## config.mk

```make
export PLATFORM = sky130hd
export DESIGN_NAME = divider
export DESIGN_NICKNAME = d
export VERILOG_FILES = /design/src/rtl/divider_pkg.sv /design/src/rtl/subtractor.sv /design/src/rtl/divider.sv
export SDC_FILE = /design/constraint.sdc
export NUM_CORES = 1
export LEC_CHECK = 0
export CAP_MARGIN = 15
export CORE_MARGIN = 2
export CORE_UTILIZATION = 51
export CTS_CLUSTER_DIAMETER = 50
export DETAILED_ROUTE_END_ITERATION = 7
export HOLD_SLACK_MARGIN = 0.06
export PLACE_DENSITY = 0.84
export SLEW_MARGIN = 20
export SYNTH_ARGS = -nofsm -noshare
export SYNTH_HDL_FRONTEND = slang
export SYNTH_SLANG_ARGS = --single-unit
```

## constraint.sdc

```tcl
create_clock -name clk_i -period 2.86 [get_ports clk_i]
set_clock_uncertainty 0.05 [all_clocks]
set_input_delay 0.429 -clock clk_i [delete_from_list [all_inputs] [get_ports clk_i]]
set_output_delay 0.429 -clock clk_i [all_outputs]
set_load 0.02 [all_outputs]
```

## src/rtl/divider_pkg.sv

```systemverilog
// Shared types and widths for the repeated-subtraction divider.
// Imported by the divider top and its subtractor.
package divider_pkg;

  localparam int DIVIDEND_W = 8;
  localparam int DIVISOR_W  = 4;

  typedef enum logic [1:0] {
    IDLE = 2'd0,
    RUN  = 2'd1,
    DONE = 2'd2
  } state_t;

endpackage

```

## src/rtl/subtractor.sv

```systemverilog
// Combinational a-b for the working remainder.
// borrow low means a >= b.
module subtractor
  import divider_pkg::*;
(
  input  logic [DIVIDEND_W-1:0] a,
  input  logic [DIVIDEND_W-1:0] b,
  output logic [DIVIDEND_W-1:0] diff,
  output logic                  borrow
);

  // One extra bit catches the borrow out of the MSB
  always_comb begin
    {borrow, diff} = {1'b0, a} - {1'b0, b};
  end

endmodule

```

## src/rtl/divider.sv

```systemverilog
// Unsigned 8/4 divider by repeated subtraction.
// One subtract per cycle; outputs registered.
module divider
  import divider_pkg::*;
(
  input  logic                  clk_i,
  input  logic                  rst_i,
  input  logic                  start_i,
  input  logic [DIVIDEND_W-1:0] dividend_i,
  input  logic [DIVISOR_W-1:0]  divisor_i,
  output logic                  ready_o,
  output logic                  busy_o,
  output logic                  done_o,
  output logic [DIVIDEND_W-1:0] quotient_o,
  output logic [DIVISOR_W-1:0]  remainder_o,
  output logic                  div_by_zero_o
);

  state_t                state;
  logic [DIVIDEND_W-1:0] r;
  logic [DIVIDEND_W-1:0] q;
  logic [DIVISOR_W-1:0]  d;
  logic [DIVIDEND_W-1:0] diff;
  logic                  borrow;

  subtractor u_sub (
    .a      (r),
    .b      ({{(DIVIDEND_W-DIVISOR_W){1'b0}}, d}),
    .diff   (diff),
    .borrow (borrow)
  );

  assign quotient_o  = q;
  assign remainder_o = r[DIVISOR_W-1:0];

  // FSM, datapath registers and status flags
  always_ff @(posedge clk_i) begin
    if (rst_i) begin
      state         <= IDLE;
      r             <= '0;
      q             <= '0;
      d             <= '0;
      div_by_zero_o <= 1'b0;
      ready_o       <= 1'b1;
      busy_o        <= 1'b0;
      done_o        <= 1'b0;
    end else begin
      unique case (state)
        IDLE: begin
          if (start_i) begin
            r             <= dividend_i;
            d             <= divisor_i;
            q             <= '0;
            div_by_zero_o <= 1'b0;
            state         <= RUN;
            ready_o       <= 1'b0;
            busy_o        <= 1'b1;
          end
        end
        RUN: begin
          if (d == '0) begin
            div_by_zero_o <= 1'b1;
            q             <= '1;
            r             <= '0;
            state         <= DONE;
            busy_o        <= 1'b0;
            done_o        <= 1'b1;
          end else if (!borrow) begin
            r <= diff;
            q <= q + 8'd1;
          end else begin
            state  <= DONE;
            busy_o <= 1'b0;
            done_o <= 1'b1;
          end
        end
        DONE: begin
          state   <= IDLE;
          done_o  <= 1'b0;
          ready_o <= 1'b1;
        end
        default: begin
          state   <= IDLE;
          ready_o <= 1'b1;
          busy_o  <= 1'b0;
          done_o  <= 1'b0;
        end
      endcase
    end
  end

endmodule
```

After elaboration in Yosys (flattened, before gate mapping)
Index checks and enable logic that the tools add are counted.
{"block": "word_totals", "reg_bits": 26, "input_bits": 15, "output_inout_bits": 16, "elab_cells": 52}
{"block": "classes", "add_sub_neg": 2, "eq_ne": 6, "n_mux": 23, "n_bitwise": 3, "reduce_logical": 10}
{"operator": "$mux W8", "n": 6}
{"operator": "$pmux W8 S2", "n": 2}
{"operator": "$reduce_and A3 Y1", "n": 3}
{"operator": "$sub A8 B4 Y9", "n": 1}
{"operator": "$add A8 B1 Y8 const B", "n": 1}
{"operator": "$reduce_and A2 Y1", "n": 4}
{"operator": "$mux W1", "n": 7}
{"operator": "$mux W2", "n": 3}
{"operator": "$ne A3 B3 Y1 const B", "n": 2}
{"operator": "$pmux W1 S2", "n": 3}
{"operator": "$logic_not A4 Y1", "n": 1}
{"operator": "$ne A2 B2 Y1 const B", "n": 2}
{"operator": "$pmux W2 S2", "n": 1}
{"operator": "$not A1 Y1", "n": 3}
{"operator": "$pmux W1 S3", "n": 1}
{"operator": "$eq A2 B1 Y1 const B", "n": 1}
{"operator": "$eq A2 B2 Y1 const B", "n": 1}
{"operator": "$logic_not A2 Y1", "n": 1}
{"operator": "$reduce_bool A2 Y1", "n": 1}

Logic depth before layout (Yosys ltp)
Gate-level depths: netlist of the first run.
{"block": "depth", "word_depth": 4, "ltp_mapped": 9, "mapped_depth_nobuf": 8}

Modules after synthesis
A second synthesis of the first run with hierarchy kept.
{"block": "hier_totals", "cells_unflattened": 210, "hier_area_um2": 1701.6}
{"module": "divider", "instances": 1, "cells_each": 162, "area_per_inst_um2": 1347.5}
{"module": "subtractor", "instances": 1, "cells_each": 48, "area_per_inst_um2": 354.1}

Least setup slack after synthesis of the first run
Ideal clock, no wire load.
{"block": "synth_timing", "kind": "reg-to-reg", "from": "reg r[0]", "to": "reg q[6], in the netlist quotient_o[6]", "setup_ps": 132, "arrival_ps": 1907, "t_required_ps": 2678, "setup_slack_ps": 772, "path_stages_with_launch": 9, "n_path_buf": 0, "synth_period_minus_slack_ps": 2088, "path_cell_list": "dfxtp_1 > inv_1 > ha_1 > fa_1 > and2b_1 > o21a_1 > o21ai_4 > a221oi_1 > nor4_2"}
{"block": "synth_via", "elab_chain_len": 3}
{"item": "start: declaration", "line": "divider.sv:20", "source": "logic [DIVIDEND_W-1:0] r;"}
{"item": "start signal: assignment", "line": "divider.sv:51", "source": "r <= dividend_i;"}
{"item": "start signal: assignment", "line": "divider.sv:69", "source": "r <= diff;"}
{"item": "$sub A8 B4 Y9", "line": "subtractor.sv:14", "source": "{borrow, diff} = {1'b0, a} - {1'b0, b};"}
{"item": "$ne A3 B3 Y1 (no line)"}
{"item": "$reduce_and A3 Y1 (no line)"}
{"item": "end signal: assignment", "line": "divider.sv:70", "source": "q <= q + 8'd1;"}
{"item": "end: declaration", "line": "divider.sv:21", "source": "logic [DIVIDEND_W-1:0] q;"}
No other way between the ends.
A chain may end at the register's enable or synchronous reset.

Worst setup path in the final report of the first run
{"block": "layout_timing", "from": "reg r[0]", "to": "reg q[7], in the netlist quotient_o[7]"}
The elaborated chain is that of the path after synthesis.

==> results of run 1 <==
## cell type report
class                   count  area share [%]
multi-input cells         139           49.68
flip-flops and latches     26           26.50
repair buffers             34           16.82
well taps                  44           2.803
clock inverters             1           1.529
inverters                   8           1.529
clock buffers               3           1.146
## state kept, by name, summed over array words and instances (netlist names)
register       flops
quotient_o         8
div_by_zero_o      1
done_o             1
state              2
busy_o             1
ready_o            1
d                  4
r                  8
## critical path: cells and delay by family, from the launching register on
kind / cells / cell delay [ns]
AO/OA/AOI/OAI: 3 / 0.78
buffers and inverters: 1 / 0.05
AND/OR/NAND/NOR: 2 / 0.42
flip-flops: 1 / 0.37
adder cells (fa/ha/maj): 2 / 0.64
## power by group through the flow
stage	clock (mW)	sequential (mW)	combinational, mW
3_3_place_gp	0	0.474	0.544
4_1_cts	0.262	0.469	0.564
5_1_grt	0.280	0.479	0.620
3_5_place_dp	0	0.477	0.562
6_report	0.260	0.470	0.567
2_1_floorplan	0	0.491	0.404
## kinds of logic (layout without fill, tap and decap cells)
logic type | after synthesis | after routing
xor+xnor | 1 | 1
compound gates | 64 | 64
flops | 26 | 26
fa+ha+maj | 6 | 6
buf+inv | 22 | 46
simple gates | 68 | 68
## layer usage
layer / routed length, um / up-vias / global-route usage, %
met5: 0 / - / 0
met4: 44 / 0 / 6.667
met3: 216 / 7 / 3.680
met2: 2024 / 49 / 41.61
met1: 1554 / 718 / 28.42
li1: - / 733 / -
## how the worst max path moves through the flow
stage | start | cells after the start | slack [ns] | end
after floorplan | r[0] | 8 | 0.77 | quotient_o[6]
after global placement | r[0] | 8 | 0.62 | quotient_o[7]
after detailed placement | r[0] | 8 | 0.50 | quotient_o[7]
after CTS | r[0] | 8 | 0.48 | quotient_o[7]
after global routing | r[0] | 8 | 0.30 | quotient_o[7]
final | r[0] | 8 | 0.48 | quotient_o[7]
## synthesized netlist by cell type, types with 2 or more instances
| library cell | n | area (um2) |
|---|---|---|
| nor2_1 | 21 | 78.83 |
| a211oi_2 | 4 | 50.05 |
| nand2b_1 | 3 | 18.77 |
| o21a_1 | 3 | 22.52 |
| nor3_1 | 8 | 40.04 |
| o32a_1 | 3 | 30.03 |
| inv_1 | 8 | 30.03 |
| a21oi_1 | 22 | 110.1 |
| nor2b_1 | 2 | 12.51 |
| dfxtp_1 | 26 | 520.5 |
| clkbuf_1 | 5 | 18.77 |
| nand2_1 | 14 | 52.55 |
| a32oi_1 | 2 | 17.52 |
| o21ai_4 | 2 | 32.53 |
| o21ai_0 | 6 | 30.03 |
| and3_1 | 2 | 12.51 |
| buf_4 | 5 | 37.54 |
| a31oi_1 | 4 | 25.02 |
| buf_2 | 2 | 10.01 |
| a221oi_1 | 2 | 17.52 |
| nor4_4 | 2 | 42.54 |
| ha_1 | 5 | 62.56 |
| nand2_2 | 2 | 12.51 |
| a211oi_1 | 3 | 22.52 |
| a2111oi_2 | 2 | 30.03 |
## through the flow
stage / cells / area [um2] / setup WS, ns / utilization, %
finish: 255 / 1964 / 0.4774 / 64.88
global route: 255 / 1964 / 0.2959 / 64.88
CTS: 255 / 1964 / 0.4836 / 64.88
detailed placement: 251 / 1912 / 0.5017 / 63.14
global placement: 251 / 1912 / 0.6164 / 63.14
floorplan: 187 / 1608 / 0.7716 / -
==> impl_results.md, run 1 <==
- Commonest non-fill, non-tap cell in the layout: clkdlybuf4s50_1
- GRT Residual Overflow: 0
- Worst slew margin: 49.65%
- I/O pin cnt: 31
- R2r worst-path depth: 8
- DR vias/cell: 5.910
- Seq/Total Area, Yosys: 32.37%
- Post-Synthesis Net Count: 208
- CTS root buf: clkbuf_4
- Clk slew on worst S/H paths: 0.15 ns
- Critical path class: reg2reg
- Async SR Flop Fraction: 0%
- Slew at the pin closest to its max-slew limit: 0.7552 ns
- First-pass GRT wire length: 6396 um
- Reg2Reg Capture Point: quotient_o[7]
- Worst VDD drop: 328.9 uV
- Final setup viols: 0
- Cell Area, Synth: 1608 um2
- Post-Synth Simple-Gate Area: 24.12%
- Outcome: finished clean
- CP Cell Sequence: inv_1 > ha_1 > fa_1 > and2b_1 > o211ai_1 > o2111ai_4 > nor2_1 > a2111oi_2
- Setup bufs post-CTS: 0
- Hold Fails Final Rpt: 0
- Placed wire-length estimate: 2920 um
- Row Count: 20
- DIE WIDTH: 60.15 um
- Remaining antenna violation count after routing: 0
- Arrival @ worst endpoint: 2.59 ns
- Port bufs: 30
- Setup slack, reg-to-reg: 0.48 ns
- Crit-path slowest cell: fa_1
- Synth Area in Compound Gates: 30.89%
- Drt drc: 0
- Clock Power Share: 20.0%
- Synth cell types: 54
- Max Cap Viol: 0
- Critical Path Sink Type: register
- Total Wirelength: 3839 um
- Initial antenna violation count: 0
- Main synth FF type: dfxtp_1
- Hold depth: 2
- Tcrit/Tclk final: 83.31%
- Total power: 1.297 mW
- Longest Clk Path Bufs: 2
- Fillers: 265
- CP Launch Type: register
- Main combinational cell family by area after synthesis: compound AO/OA/AOI/OAI gates
- Initial DRC count: 69
- Height of the die: 60.15 um
- Reg power frac: 36.3%
- CTS tree: yes
- Area growth syn-to-layout: 22.18%
- DR pass1 iterations: 4
- Minimum clock period: 2.383 ns
- Vias in the first global route: 1,461
- Int Pwr: 0.7959 mW
- Worst Hold End: div_by_zero_o
- Die area: 3617 um2
- Area of the multi-input gates: 975.9 um2
- RSZ-0062 raised after global routing: no
- Hold_sp: div_by_zero_o
- DR vias: 1,507
- Gpl congestion: 0.8449
- ANT cells: 0
- Most frequent cells in the layout: 30 x clkdlybuf4s50_1, 26 x dfxtp_1, 22 x a21oi_1
- Setup TNS: 0 ns
- Wirelength per Cell: 15.05 um
- Post-synthesis mux area share: 0%
- Post-synth EDFFs: 0
- P_leak: 0.7090 nW
- Net switching power: 0.5009 mW
- PostCTS Resize Cnt: 0
- Logic pwr share: 43.7%
- Crit Path Max Fanout: 16
- Switching portion of total power: 38.62%
- Share of cells above drive strength 1: 13.74%
- Core area: 3028 um2
- # clock sinks: 26
- Syn Inst Count: 187
- WHS: 0.4294 ns
- Nets: 233
- Yosys warns: 0
- Register area: 520.5 um2
- Synth Area in Adders: 5.136%
- Pin count of the biggest net entering global routing: 18
- Fmax: 0.4197 GHz
- GR Util All Layers: 23.26%
- Hold crit path type: reg2reg
- Cts hold-fix bufs: 0
- Final number of max-transition violations: 0
- Starting density of the core: 53.10%
- Worst r2r src: r[0]
- Req. time, crit path: 3.07 ns
- Post-synthesis xor/xnor area fraction: 0.5447%
- Worst path max stage delay: 0.41 ns
- Pwr dens: 660.1 nW/um2
- CTS Buf Count: 3
- Avg Cell Area, Syn: 8.598 um2
- CTS H-tree depth: 1
- Worst-Skew Late Latency: 0.34 ns
- Register bit total from synthesis: 26
Power figures use the tool's default switching activity.
==> run 2, diff against run 1 <==
--- a/config.mk
+++ b/config.mk
@@ -7,11 +7,11 @@
 export LEC_CHECK = 0
 export CAP_MARGIN = 15
 export CORE_MARGIN = 2
-export CORE_UTILIZATION = 51
+export CORE_UTILIZATION = 46
 export CTS_CLUSTER_DIAMETER = 50
 export DETAILED_ROUTE_END_ITERATION = 7
 export HOLD_SLACK_MARGIN = 0.06
-export PLACE_DENSITY = 0.84
+export PLACE_DENSITY = 0.8
 export SLEW_MARGIN = 20
 export SYNTH_ARGS = -nofsm -noshare
 export SYNTH_HDL_FRONTEND = slang
==> constraint.sdc (replaced) <==
create_clock -name clk_i -period 2.15 [get_ports clk_i]
set_clock_uncertainty 0.05 [all_clocks]
set_input_delay 0.3225 -clock clk_i [delete_from_list [all_inputs] [get_ports clk_i]]
set_output_delay 0.3225 -clock clk_i [all_outputs]
set_load 0.02 [all_outputs]
==> run 2 against run 1 <==
  * Die area up 10%
  * Clock power up 34%
  * Register-to-register slack got worse by 0.42 ns
  * Total power up 44%
  * Core utilization grew 0.52 points
  * Sequential share of layout area down 2.6 points
  * Maximum frequency is 14% higher
  * Hold slack lost 0.0092 ns
  * Combinational power rose by 58%
  * Critical path type unchanged
  * Largest power group unchanged
  * Highest routed layer unchanged
==> impl_results.md, run 2 (synthesis gave the netlist of run 1 again) <==
- Outcome: finished clean
- RSZ-0062 raised after global routing: yes
- Placed cell count: 269 (+7.2%)
- Switching portion of total power: 37.92% (-0.71 points)
- Critical path startpoint: r[0]
- Pwr dens: 855.1 nW/um2 (+30%)
- Longest Clk Path Bufs: 2 (unchanged)
- Critical path class: reg2reg
- Final number of max-transition violations: 0 (unchanged)
- Final setup viols: 0 (unchanged)
- Starting density of the core: 48.18% (-4.9 points)
- Vias in the first global route: 1,408 (-3.6%)
- Logic pwr share: 48.1% (+4.4 points)
- Worst path top cell family by delay: simple AND/OR/NAND/NOR gates
- Critical Path Sink Type: register
- CP Cell Sequence: inv_1 > ha_2 > fa_2 > and2b_2 > o21ai_4 > and3_1 > o32a_1 > nor3_2
- Crit-path slowest cell: dfxtp_2
- CTS Buf Count: 3 (unchanged)
- Clock Power Share: 18.7% (-1.3 points)
- Worst-Skew Late Latency: 0.34 ns (about the same)
- Hold Fails Final Rpt: 0 (unchanged)
- Placed wire-length estimate: 2705 um (-7.4%)
- Total power: 1.866 mW (+44%)
- Crit Path Max Fanout: 8 (-8)
- Worst path max stage delay: 0.35 ns (-0.06 ns)
- Reg2Reg Capture Point: r[6]
- Nets: 253 (+8.6%)
- CTS tree: yes
- Crit path buffers/inverters: 1 (unchanged)
- First-pass GRT wire length: 6396 um (unchanged)
- Worst slew margin: 66.47% (+17 points)
- DR vias/cell: 5.603 (-5.2%)
- Setup TNS: 0 ns (unchanged)
- P_leak: 0.8105 nW (+14%)
- ANT cells: 0 (unchanged)
- Height of the die: 63.12 um (+4.9%)
- Drt drc: 0 (unchanged)
- # clock sinks: 26 (unchanged)
- Remaining antenna violation count after routing: 0 (unchanged)
- Worst r2r src: r[0]
- Fmax: 0.4776 GHz (+14%)
- Initial antenna violation count: 0 (unchanged)
- Fin cells: 277 (+8.6%)
- Clk slew on worst S/H paths: 0.15 ns (about the same)
- Tcrit/Tclk final: 97.39% (+14 points)
- Hold crit path type: reg2reg
- Max Cap Viol: 0 (unchanged)
- Slew at the pin closest to its max-slew limit: 0.4992 ns (-0.2560 ns)
- Layout Utilization: 65.39% (+0.52 points)
- Initial DRC count: 103 (+49%)
- Wirelength per Cell: 13.99 um (-7.1%)
- DR pass1 iterations: 4 (unchanged)
- DIE WIDTH: 63.12 um (+4.9%)
- Arrival @ worst endpoint: 2.32 ns (-0.27 ns)
- GRT Residual Overflow: 0 (unchanged)
- Port bufs: 30 (unchanged)
- I/O pin cnt: 31 (unchanged)
- R2r worst-path depth: 8 (unchanged)
- Most frequent cells in the layout: 30 x clkdlybuf4s50_1, 25 x dfxtp_1, 21 x buf_4
- Worst VDD drop: 455.0 uV (+38%)
- Pin count of the biggest net entering global routing: 16 (-2)
- GR Util All Layers: 19.75% (-3.5 points)
- Net switching power: 0.7075 mW (+41%)
- Row Count: 21 (+5.0%)
- Gpl congestion: 0.8155 (-3.5%)
- Die area: 3984 um2 (+10%)
- Total Wirelength: 3874 um (+0.91%)
- Share of cells above drive strength 1: 25.97% (+12 points)
- Setup slack, reg-to-reg: 0.06 ns (-0.42 ns)
- CTS root buf: clkbuf_4
- Commonest non-fill, non-tap cell in the layout: clkdlybuf4s50_1
- Area growth syn-to-layout: 35.72%
- CP Depth: 8 (unchanged)
- Req. time, crit path: 2.38 ns (-0.69 ns)
- DR vias: 1,552 (+3.0%)
- Core area: 3337 um2 (+10%)
- CTS H-tree depth: 1 (unchanged)
- CP Launch Type: register
- Setup crit end: r[6]
- Minimum clock period: 2.094 ns (-0.2887 ns)
- Reg power frac: 33.2% (-3.1 points)
- Int Pwr: 1.158 mW (+46%)
-- run 2: changes by cell type in the layout (fill, tap and decap cells not counted), sizes merged --
cell  change
buf      +20
-- run 2: worst min path at each step --
| stage | slack (ns) | cells after the start | startpoint | endpoint |
|---|---|---|---|---|
| floorplan | 0.41 | 2 | divisor_i[2] | d[2] |
| global placement | 0.40 | 2 | div_by_zero_o | div_by_zero_o |
| detailed placement | 0.40 | 2 | div_by_zero_o | div_by_zero_o |
| CTS | 0.42 | 2 | div_by_zero_o | div_by_zero_o |
| global route | 0.45 | 2 | div_by_zero_o | div_by_zero_o |
| finish | 0.42 | 2 | div_by_zero_o | div_by_zero_o |
-- run 2: final cells by class --
class,instances,area (um2)
fillers,284,1155
repair buffers,54,485.5
clock buffers,3,22.52
flip-flops and latches,26,521.8
well taps,46,57.56
multi-input cells,139,1035
inverters,8,30.03
clock inverters,1,30.03
-- run 2: timing repair --
item | 4_1_cts | 5_1_grt
cloned | 0 | 1
hold buffers | 0 | 0
setup buffers | 0 | 3
endpoints found under the setup margin | 7 | 18
pin swaps | 0 | 3
gates resized for setup | 2 | 15
-- run 2: routing by layer --
metal / global-route usage (%) / wire length, um
met2: 32.58 / 1889
met4: 8.056 / 61
met1: 25.81 / 1800
met5: 0 / 0
met3: 2.857 / 122
-- run 2: tightest hold or removal path, cell delays in order, from the launching register on --
cell     delay (ns)
dfxtp_1        0.34
nand2_1        0.05
a21oi_1        0.05
-- run 2: stage by stage --
step	setup WS [ns]	hold slack [ns]	area (um2)
global placement	0.02691	0.4017	2034
floorplan	0.06164	0.4085	1608
global route	-0.04288	0.4531	2182
finish	0.05609	0.4203	2182
detailed placement	-0.01610	0.3995	2034
CTS	0.004116	0.4227	2092
-- run 2: power groups by stage --
stage / clock network [mW] / registers [mW] / logic, mW
finish: 0.348 / 0.619 / 0.898
global route: 0.372 / 0.632 / 0.990
CTS: 0.354 / 0.616 / 0.831
detailed placement: 0 / 0.627 / 0.817
global placement: 0 / 0.625 / 0.810
floorplan: 0 / 0.653 / 0.537
